[src/rtl/instr_fetch_unit.sv]
// Instruction fetch stage: Q1..Q4 phase sequencer, ROM fetch, one-deep prefetch into the IR,
// NOP bubbles on flush and interrupt entry. Define IR_PC_TRACE_EN to add the ir_pc trace output.
module instr_fetch_unit #(
    parameter int INSTR_W = 14,
    parameter int ADDR_W  = 13
) (
    input  logic               clk,
    input  logic               rst,
    input  logic [ADDR_W-1:0]  pc_in,
    output logic [ADDR_W-1:0]  pmem_addr,
    output logic               pmem_rd_en,
    input  logic [INSTR_W-1:0] pmem_data,
    output logic               pc_incr_en,
    input  logic               stall,
    input  logic               flush_req,
    input  logic               irq,
    input  logic               gie,
    output logic               irq_ack,
    output logic [1:0]         q_phase,
    output logic               q_end,
    output logic [INSTR_W-1:0] ir_out,
    output logic               ir_valid
`ifdef IR_PC_TRACE_EN
    ,
    output logic [ADDR_W-1:0]  ir_pc
`endif
);

    typedef enum logic [1:0] {
        Q1 = 2'd0,
        Q2 = 2'd1,
        Q3 = 2'd2,
        Q4 = 2'd3
    } qphase_e;

    qphase_e            phase_q, phase_d;
    logic [ADDR_W-1:0]  addr_q, addr_d;
    logic [INSTR_W-1:0] buf_q, buf_d;
    logic               flush_q, flush_d;
    logic               irq_pend_q, irq_pend_d;
    logic [INSTR_W-1:0] ir_q, ir_d;
    logic               ir_valid_q, ir_valid_d;
    logic               flush_now;
`ifdef IR_PC_TRACE_EN
    logic [ADDR_W-1:0]  buf_addr_q, buf_addr_d;
    logic [ADDR_W-1:0]  ir_pc_q, ir_pc_d;
`endif

    // The ROM address is taken from pc_in on the Q4->Q1 edge so it is stable for the whole of Q1
    // while the read strobe is up; the ROM word then arrives in Q2.
    always_comb begin
        phase_d    = phase_q;
        addr_d     = addr_q;
        buf_d      = buf_q;
        flush_d    = flush_q;
        irq_pend_d = irq_pend_q;
        ir_d       = ir_q;
        ir_valid_d = ir_valid_q;
`ifdef IR_PC_TRACE_EN
        buf_addr_d = buf_addr_q;
        ir_pc_d    = ir_pc_q;
`endif
        flush_now  = flush_q | flush_req;

        if (!stall) begin
            phase_d = qphase_e'(phase_q + 2'd1);
            case (phase_q)
                Q2: begin
                    buf_d = pmem_data;
`ifdef IR_PC_TRACE_EN
                    buf_addr_d = addr_q;
`endif
                end
                Q4: begin
                    addr_d  = pc_in;
                    flush_d = 1'b0;
                    if (flush_now || irq_pend_q) begin
                        ir_d       = '0;
                        ir_valid_d = 1'b0;
                    end else begin
                        ir_d       = buf_q;
                        ir_valid_d = 1'b1;
`ifdef IR_PC_TRACE_EN
                        ir_pc_d    = buf_addr_q;
`endif
                    end
                    // A flush defers interrupt sampling to the next Q4; an entry cycle never re-arms itself.
                    irq_pend_d = !flush_now && !irq_pend_q && irq && gie;
                end
                default: ;
            endcase
            if (phase_q != Q4) begin
                flush_d = flush_now;
            end
        end
    end

    always_ff @(posedge clk) begin
        if (rst) begin
            phase_q    <= Q1;
            addr_q     <= '0;
            buf_q      <= '0;
            flush_q    <= 1'b0;
            irq_pend_q <= 1'b0;
            ir_q       <= '0;
            ir_valid_q <= 1'b0;
`ifdef IR_PC_TRACE_EN
            buf_addr_q <= '0;
            ir_pc_q    <= '0;
`endif
        end else begin
            phase_q    <= phase_d;
            addr_q     <= addr_d;
            buf_q      <= buf_d;
            flush_q    <= flush_d;
            irq_pend_q <= irq_pend_d;
            ir_q       <= ir_d;
            ir_valid_q <= ir_valid_d;
`ifdef IR_PC_TRACE_EN
            buf_addr_q <= buf_addr_d;
            ir_pc_q    <= ir_pc_d;
`endif
        end
    end

    // Pulses are decoded from the frozen phase, so a stalled pulse simply reappears once stall drops.
    assign pmem_rd_en = !rst && !stall && (phase_q == Q1);
    assign irq_ack    = !rst && !stall && (phase_q == Q1) && irq_pend_q;
    assign pc_incr_en = !rst && !stall && (phase_q == Q3) && !irq_pend_q;
    assign q_phase    = phase_q;
    assign q_end      = (phase_q == Q4);
    assign pmem_addr  = addr_q;
    assign ir_out     = ir_q;
    assign ir_valid   = ir_valid_q;
`ifdef IR_PC_TRACE_EN
    assign ir_pc      = ir_pc_q;
`endif

endmodule

[config.mk]
export PLATFORM = sky130hd
export DESIGN_NAME = instr_fetch_unit
export DESIGN_NICKNAME = d
export VERILOG_FILES = /design/src/rtl/instr_fetch_unit.sv
export SDC_FILE = /design/constraint.sdc
export NUM_CORES = 1
export LEC_CHECK = 0
export CORE_ASPECT_RATIO = 0.9
export CORE_MARGIN = 2
export CORE_UTILIZATION = 47
export CTS_BUF_LIST = sky130_fd_sc_hd__clkbuf_4 sky130_fd_sc_hd__clkbuf_8
export DETAILED_ROUTE_END_ITERATION = 8
export PLACE_DENSITY_LB_ADDON = 0.25
export SYNTH_ARGS = -nofsm -noshare
export SYNTH_HDL_FRONTEND = slang
export SYNTH_SLANG_ARGS = --single-unit
[constraint.sdc]
create_clock -name clk -period 2.4 [get_ports clk]
set_input_delay 0.36 -clock clk [delete_from_list [all_inputs] [get_ports clk]]
set_output_delay 0.36 -clock clk [all_outputs]
set_load 0.05 [all_outputs]
**After elaboration in Yosys (flattened, before gate mapping)**

Cells that the tools add are included.

- Register bits: 46
- Bits in latches: 0
- Bits in writable memories: 0
- ROM bits: 0
- Bits of input ports: 33
- Output and inout bits: 34
- Word-level logic and storage cells: 36
- Memories kept: 0

- $add $sub $neg: 1
- $mul: 0
- Divide/modulo/power cells: 0
- Magnitude comparators: 0
- Equal/unequal tests: 4
- Shift operators: 0
- Mux-type cells: 4
- Bitwise operators: 2
- Reduce and logical (&&, ||, !) cells: 18

Operators with widths:

| operator | number |
|---|---|
| 2-to-1 mux 14 bit | 1 |
| logical AND 1 bit | 8 |
| AND reduction 2 bit | 3 |
| == test 2 bit (second input constant) | 2 |
| logical NOT 1 bit | 4 |
| 2-to-1 mux 1 bit | 3 |
| adder 2 x 1 -> 2 bit (second input constant) | 1 |
| == test 2 x 1 -> 1 bit (second input constant) | 1 |
| logical NOT 2 bit | 1 |
| != test 2 bit (second input constant) | 1 |
| nonzero test 2 bit | 1 |
| logical OR 1 bit | 1 |
| NOT 1 bit | 1 |
| OR 1 bit | 1 |

**Logic depth before layout (Yosys ltp)**

Gate-level depths: netlist (run 1).

- Word-level depth: 5
- Mapped depth: 6
- Depth with buffers taken out: 5

**Worst setup path after synthesis (run 1)**

OpenSTA, ideal clock, no wires.

- Path type: flip-flop to output port
- From: reg phase_q[0], in the netlist q_phase[0]
- To: out irq_ack
- Arrival time: 2,546 ps
- Required time: 2,040 ps
- Path slack: -506 ps
- Stages on the path, launching flop included: 5
- Buffers on the path: 0
- Cell sequence: dfxtp_1 > inv_1 > ha_1 > nor3b_1 > and2_1

- Word-level cells in the longest chain between the ends: 3

RTL lines:

| element | line | source |
|---|---|---|
| start, declared | 36 | `qphase_e phase_q, phase_d;` |
| start signal, assigned | 112 | `phase_q <= phase_d;` |
| logical NOT 2 bit | -- |  |
| logical AND 1 bit | -- |  |
| named net pmem_rd_en | 11 | `output logic pmem_rd_en,` |
| logical AND 1 bit | 128 | `assign irq_ack = !rst && !stall && (phase_q == Q1) && irq_pend_q;` |
| end, declared | 18 | `output logic irq_ack,` |

The timed path passes the listed nets, and every way through them passes these cells.

**Worst setup path in the final report (run 1)**

- From: reg phase_q[1], in the netlist q_phase[1]
- To: out q_end

- Word-level cells in the longest chain between the ends: 1

RTL lines:

| element | line | source |
|---|---|---|
| == test 2 bit | 131 | `assign q_end = (phase_q == Q4);` |
| end, declared | 20 | `output logic q_end,` |

No other way between the ends.

==> results of run 1 <==
==> synth_stat cells, types with 2 or more instances <==
| cell type | count |
|---|---|
| a22o_1 | 14 |
| nand2_1 | 54 |
| ha_1 | 4 |
| a21oi_1 | 28 |
| buf_2 | 4 |
| nand2b_1 | 2 |
| clkbuf_1 | 5 |
| inv_1 | 3 |
| and2_1 | 2 |
| dfxtp_1 | 46 |
| nor2_1 | 3 |
==> state kept, by name, summed over array words and instances, names as in the netlist <==
name / flops
buf_q: 14
ir_out: 14
pmem_addr: 13
q_phase: 2
flush_q: 1
ir_valid: 1
irq_pend_q: 1
==> power breakdown <==
part | switching, mW | leakage (nW) | total [mW] | internal, mW
Sequential | 0.0119 | 0.372 | 0.792 | 0.780
Clock | 0.270 | 0.0447 | 0.480 | 0.210
Combinational | 0.0869 | 0.481 | 0.174 | 0.0871
Total | 0.369 | 0.898 | 1.45 | 1.08
==> layout make-up <==
type / instances / share of cell area [%]
Tap cell: 44 / 2.24
Multi-Input combinational cell: 117 / 26.3
Timing Repair Buffer: 71 / 29.6
Inverter: 3 / 0.458
Sequential cell: 46 / 37.5
Clock inverter: 3 / 1.02
Clock buffer: 5 / 2.80
==> worst max-delay path: stages, from the launching register on <==
cell             delay [ns]
dfxtp_1                0.43
ha_1                   0.26
clkdlybuf4s50_1        0.83
==> worst max-delay path by stage <==
stage	startpoint	end	slack (ns)	cells after the start
floorplan	q_phase[0]$_SDFFE_PP0N_	irq_ack	0.05	4
global placement	rst	ir_out[12]$_SDFFE_PP0P_	0.31	3
detailed placement	rst	ir_out[10]$_SDFFE_PP0P_	0.21	3
CTS	q_phase[1]$_SDFFE_PP0N_	q_end	0.20	2
global route	q_phase[1]$_SDFFE_PP0N_	q_end	0.11	2
finish	q_phase[1]$_SDFFE_PP0N_	q_end	0.22	2
==> logic make-up (layout without fill, tap and decap cells) <==
| group | after synthesis | count (layout) | synth area share, % |
|---|---|---|---|
| AO/OA/AOI/OAI | 44 | 44 | 17.1 |
| XOR/XNOR | 1 | 1 | 0.534 |
| adder cells (fa/ha/maj) | 4 | 4 | 3.05 |
| buffers and inverters | 15 | 82 | 5.11 |
| flip-flops | 46 | 46 | 56.1 |
| multiplexers | 1 | 1 | 0.610 |
| AND/OR/NAND/NOR | 67 | 67 | 17.5 |
==> per-stage QoR <==
step / instances / utilization, %
5_1_grt: 289 / 73.2
3_5_place_dp: 281 / 70.4
6_report: 289 / 73.2
2_1_floorplan: 178 / -
4_1_cts: 289 / 73.2
3_3_place_gp: 281 / 70.4
==> routing by layer <==
| metal | track usage, % | part of all wire, % |
|---|---|---|
| met2 | 32.1 | 46 |
| met4 | 5.54 | 0.95 |
| met3 | 11.3 | 9.0 |
| met5 | 0 | 0 |
| met1 | 24.1 | 44 |
==> results.md, run 1 <==
* YS warnings at 0
* Reg2reg end: ir_out[10]$_SDFFE_PP0P_
* Share of layout cells above drive strength 1 at between 8 and 9%
* Post-Route Skew at roughly 0.008 ns
* FF-to-FF setup slack at 0.47 ns
* Post-Place Worst Slack at roughly 0.21 ns
* Asr flop ratio synth at 0%
* Slew @ Worst Pin at 1.11 ns
* Tcrit/Tclk final at between 90% and 100%
* R2R cell count at 4
* Leading area contributor after synthesis: dfxtp_1
* Placed Area at between 0.002 and 0.0025 mm2
* Wire per inst at 12.7 um
* Post-route ant nets at 0
* Starting Density at 48.9%
* Max Root-Sink Buffers at 2
* Initial drt markers at 56
* Type of the worst setup path: flop to output port
* Post-synth top flop: dfxtp_1
* Layout fillers at roughly 280
* Sequential area share after synthesis at approximately 56%
* Syn-to-layout area delta at 49.7%
* WP data arrival at 1.82 ns
* Commonest non-fill, non-tap cell in the layout: clkdlybuf4s50_1
* Final total power at 1.45 mW
* Placer congestion estimate at around 0.84
* Root buffer cell: clkbuf_8
* Synthesized Nets at 215
* Max_slew headroom at 26.0%
* Clk slew on worst S/H paths at approximately 0.090 ns
* Avg Inst Size Synth at ~9 um2
* Global-route wire length before repair at roughly 6 mm
* Final WS setup at ~0.22 ns
* Nets at 281
* Post-synth top area share at between 50% and 60%
* Pwr Density at around 590 mW/mm2
* Number of global-route vias before repair at between 1,000 and 1,500
* Crit. End Element: output port
* CTS tree: done
* Hold path startpoint: pmem_addr[12]$_SDFFE_PP0P_
* Final wirelength at around 3.7 mm
* Final Hold Fails at 0
* Status: finished, final reports clean
* #FFs+latches synth at 46
* Antenna violations before repair at 0
* Max Freq at roughly 460 MHz
* Hold depth at 2
* Hold buffer count at CTS at 0
* RSZ-0062 raised after global routing: no
* Post-DP HPWL at roughly 2.6 mm
* Mapped Cells at 178
* Worst hold-check path type: flop to flop
* Drt pass-1 iters at 6
* Largest cells by area after synthesis: dfxtp_1 (56%), nand2_1 (12%), a21oi_1 (8.5%)
* Number of synthesized flops with an enable pin at 0
* Total GRT Usage at roughly 20%
* Crit-path max FO at 5
* Minimum hold slack at 0.455 ns
* Distinct cells, synth at 24
* Synthesized area at 0.00164 mm2
* Number of max-cap violations at 0
* Core area at 0.00335 mm2
* Num CTS Buffers at 5
* Vias per inst at between 4 and 5
* Total setup buffers inserted after CTS at 0
* Remaining design rule violation count at 0
* DIE AREA at approximately 0.004 mm2
* Ports at 67
* Area of the multi-input gates at about 650 um2
* Pin count of the biggest net entering global routing at 25
* DIE WIDTH at 66.3 um
* Aggregate negative setup slack at 0 ns
* Vias at 1,444
* Post_cts resized at 0
* WP data required at ~2.0 ns
* Max Slew Vio Count at 0
* Hold EP: pmem_addr[12]$_SDFFE_PP0P_
* Critical R2R Launch: q_phase[1]$_SDFFE_PP0N_
* CTS H-tree lvls at 2
* Register area at 921 um2
* LEAKAGE at about 0.9 nW
* Maximum VDD drop at roughly 0.44 mV
* Input/output buffers at between 60 and 70
* Die Ht at approximately 60 um
* Commonest non-fill, non-tap cells in the layout: clkdlybuf4s50_1 (63), nand2_1 (54), dfxtp_1 (46), a21oi_1 (28), a22o_1 (14)
* Design area at ~0.0025 mm2
* Critical Path Start Type: flop
* Clk Latency, worst-skew pair at 0.30 ns
* Number of cell rows at 20
* Final setup fails at 0
* CTS Sinks at 46
* Total grt overflow at 0
* Min Tclk post-route at 2.18 ns
* # diodes at 0
Note: power is estimated with default switching activity, not from simulation.
==> run 2, diff against run 1 <==
MAX_ROUTING_LAYER = met4   (was not set)
==> run 2 against run 1 <==
Register-to-register slack hardly changed. Maximum frequency down 0.16%. Die area did not move. Largest power group unchanged. Highest routed layer unchanged.
==> results.md, run 2 (synthesis results as in run 1) <==
* LEAKAGE at 0.898 nW (unchanged)
* DIE AREA at 0.00398 mm2 (unchanged)
* Final wirelength at 3.65 mm (-0.46%)
* Sw frac at 25.5% (about the same)
* Post-DP HPWL at 2.64 mm (unchanged)
* Final Util at 73.2% (unchanged)
* Clk slew on worst S/H paths at 0.09 ns (about the same)
* Starting Density at 48.9% (unchanged)
* Root buffer cell: clkbuf_8
* Routing usage on met2 at 32.1% (unchanged)
* Max_slew headroom at 27.8% (+1.8 points)
* Tcrit/Tclk final at 91.2% (+0.14 points)
* Wire per inst at 12.6 um (-0.46%)
* Share of layout cells above drive strength 1 at 8.16% (unchanged)
* WP data required at 2.04 ns (about the same)
* CTS Sinks at 46 (unchanged)
* Combinational share of power at 12.0% (about the same)
* Buffers & Inverters on Critical Path at 1 (unchanged)
* M1 GR Usage at 25.4% (+1.3 points)
* Placer congestion estimate at 0.857 (+1.6%)
* Maximum VDD drop at 0.437 mV (-0.30%)
* Ports at 67 (unchanged)
* Max Root-Sink Buffers at 2 (unchanged)
* Core area at 0.00335 mm2 (unchanged)
* Final setup fails at 0 (unchanged)
* Initial drt markers at 65 (+16%)
* Vias at 1,426 (-1.2%)
* Critical path's top delay family: buffers and inverters
* Status: finished, final reports clean
* Final Hold Fails at 0 (unchanged)
* Num CTS Buffers at 5 (unchanged)
* Post-Route Skew at 0.00961 ns (+0.00167 ns)
* Hold buffer count at CTS at 0 (unchanged)
* Crit-path max FO at 5 (unchanged)
* Max Freq at 457 MHz (-0.16%)
* Remaining design rule violation count at 0 (unchanged)
* Input/output buffers at 66 (unchanged)
* Type of the worst setup path: flop to output port
* Total grt overflow at 0 (unchanged)
* Number of max-cap violations at 0 (unchanged)
* Slew @ Worst Pin at 1.08 ns (-0.0268 ns)
* # diodes at 0 (unchanged)
* FF-to-FF setup slack at 0.48 ns (about the same)
* Flop pwr share at 54.8% (about the same)
* Number of cell rows at 20 (unchanged)
* Number of global-route vias before repair at 1,328 (+0.15%)
* Aggregate negative setup slack at 0 ns (unchanged)
* Syn-to-layout area delta at 49.7% (unchanged)
* P_sw at 0.368 mW (about the same)
* Drt pass-1 iters at 4 (-2)
* WP data arrival at 1.83 ns (about the same)
* DIE WIDTH at 66.3 um (unchanged)
* Commonest non-fill, non-tap cell in the layout: clkdlybuf4s50_1
* Die Ht at 60.0 um (unchanged)
* Post-route ant nets at 0 (unchanged)
* Clk pwr share at 33.2% (about the same)
* CTS tree: done
* Worst path slowest cell: clkdlybuf4s50_1
* Post_cts resized at 0 (unchanged)
* Total setup buffers inserted after CTS at 0 (unchanged)
* Pwr Density at 589 mW/mm2 (about the same)
* RSZ-0062 raised after global routing: no
* Antenna violations before repair at 0 (unchanged)
* Pint at 1.08 mW (about the same)
* Worst hold-check path type: flop to flop
* Min Tclk post-route at 2.19 ns (+0.00342 ns)
* Minimum hold slack at 0.455 ns (-0.000145 ns)
* Vias per inst at 4.93 (-1.2%)
* Total GRT Usage at 21.0% (+0.61 points)
* Max Slew Vio Count at 0 (unchanged)
* Pin count of the biggest net entering global routing at 25 (unchanged)
* GRT busiest layer: met2
* Nets at 281 (unchanged)
* CTS H-tree lvls at 2 (unchanged)
* Critical Path Start Type: flop
* Crit-path max cell delay at 0.83 ns (about the same)
* Commonest non-fill, non-tap cells in the layout: clkdlybuf4s50_1 (63), nand2_1 (54), dfxtp_1 (46), a21oi_1 (28), a22o_1 (14)
* CP cell instances: ha_1 -> clkdlybuf4s50_1
* Crit. End Element: output port
* Clk Latency, worst-skew pair at 0.30 ns (about the same)
* Global routing usage on met3 at 9.23% (-2.1 points)
* Global-route wire length before repair at 5.99 mm (-0.12%)
==> run 2: cell counts in the layout (fill, tap and decap cells not counted) <==
Identical to the previous run, type by type.
==> run 2: worst min-delay path: stages (launching register included) <==
cell and delay [ns]:
dfxtp_1 0.31, nand2_1 0.05, a21oi_1 0.05
==> run 2: power groups by stage <==
| stage | Clock, mW | Sequential [mW] | Combinational [mW] |
|---|---|---|---|
| 2_1_floorplan | 0 | 0.828 | 0.0663 |
| 5_1_grt | 0.530 | 0.795 | 0.189 |
| 4_1_cts | 0.489 | 0.793 | 0.176 |
| 6_report | 0.480 | 0.792 | 0.174 |
| 3_5_place_dp | 0 | 0.810 | 0.174 |
| 3_3_place_gp | 0 | 0.810 | 0.172 |
==> run 2: worst paths after layout <==
check / from / to / depth (start not counted)
max: q_phase[1]$_SDFFE_PP0N_ / q_end / 2
min: pmem_addr[12]$_SDFFE_PP0P_ / pmem_addr[12]$_SDFFE_PP0P_ / 2
max reg2reg: q_phase[1]$_SDFFE_PP0N_ / ir_out[10]$_SDFFE_PP0P_ / 4
min reg2reg: pmem_addr[12]$_SDFFE_PP0P_ / pmem_addr[12]$_SDFFE_PP0P_ / 2
==> run 2: final cells by class <==
cell class                      count  area (um2)
Clock buffer                        5        68.8
Clock inverter                      3        25.0
Fill cell                         279         897
Inverter                            3        11.3
Multi-Input combinational cell    117         647
Sequential cell                    46         921
Tap cell                           44        55.1
Timing Repair Buffer               71         728
==> run 2: per-layer routing <==
layer / vias to the layer above / wire, um
li1: 721 / -
met1: 653 / 1690
met2: 47 / 1690
met3: 5 / 232
met4: 0 / 42
met5: - / 0
==> run 2: metrics by stage <==
step / instances / instance area (um2) / total power, mW / worst slack (ns)
2_1_floorplan: 178 / 1650 / 0.895 / 0.0450
5_1_grt: 289 / 2460 / 1.51 / 0.109
3_3_place_gp: 281 / 2360 / 0.982 / 0.309
3_5_place_dp: 281 / 2360 / 0.984 / 0.207
4_1_cts: 289 / 2460 / 1.46 / 0.200
6_report: 289 / 2460 / 1.45 / 0.212
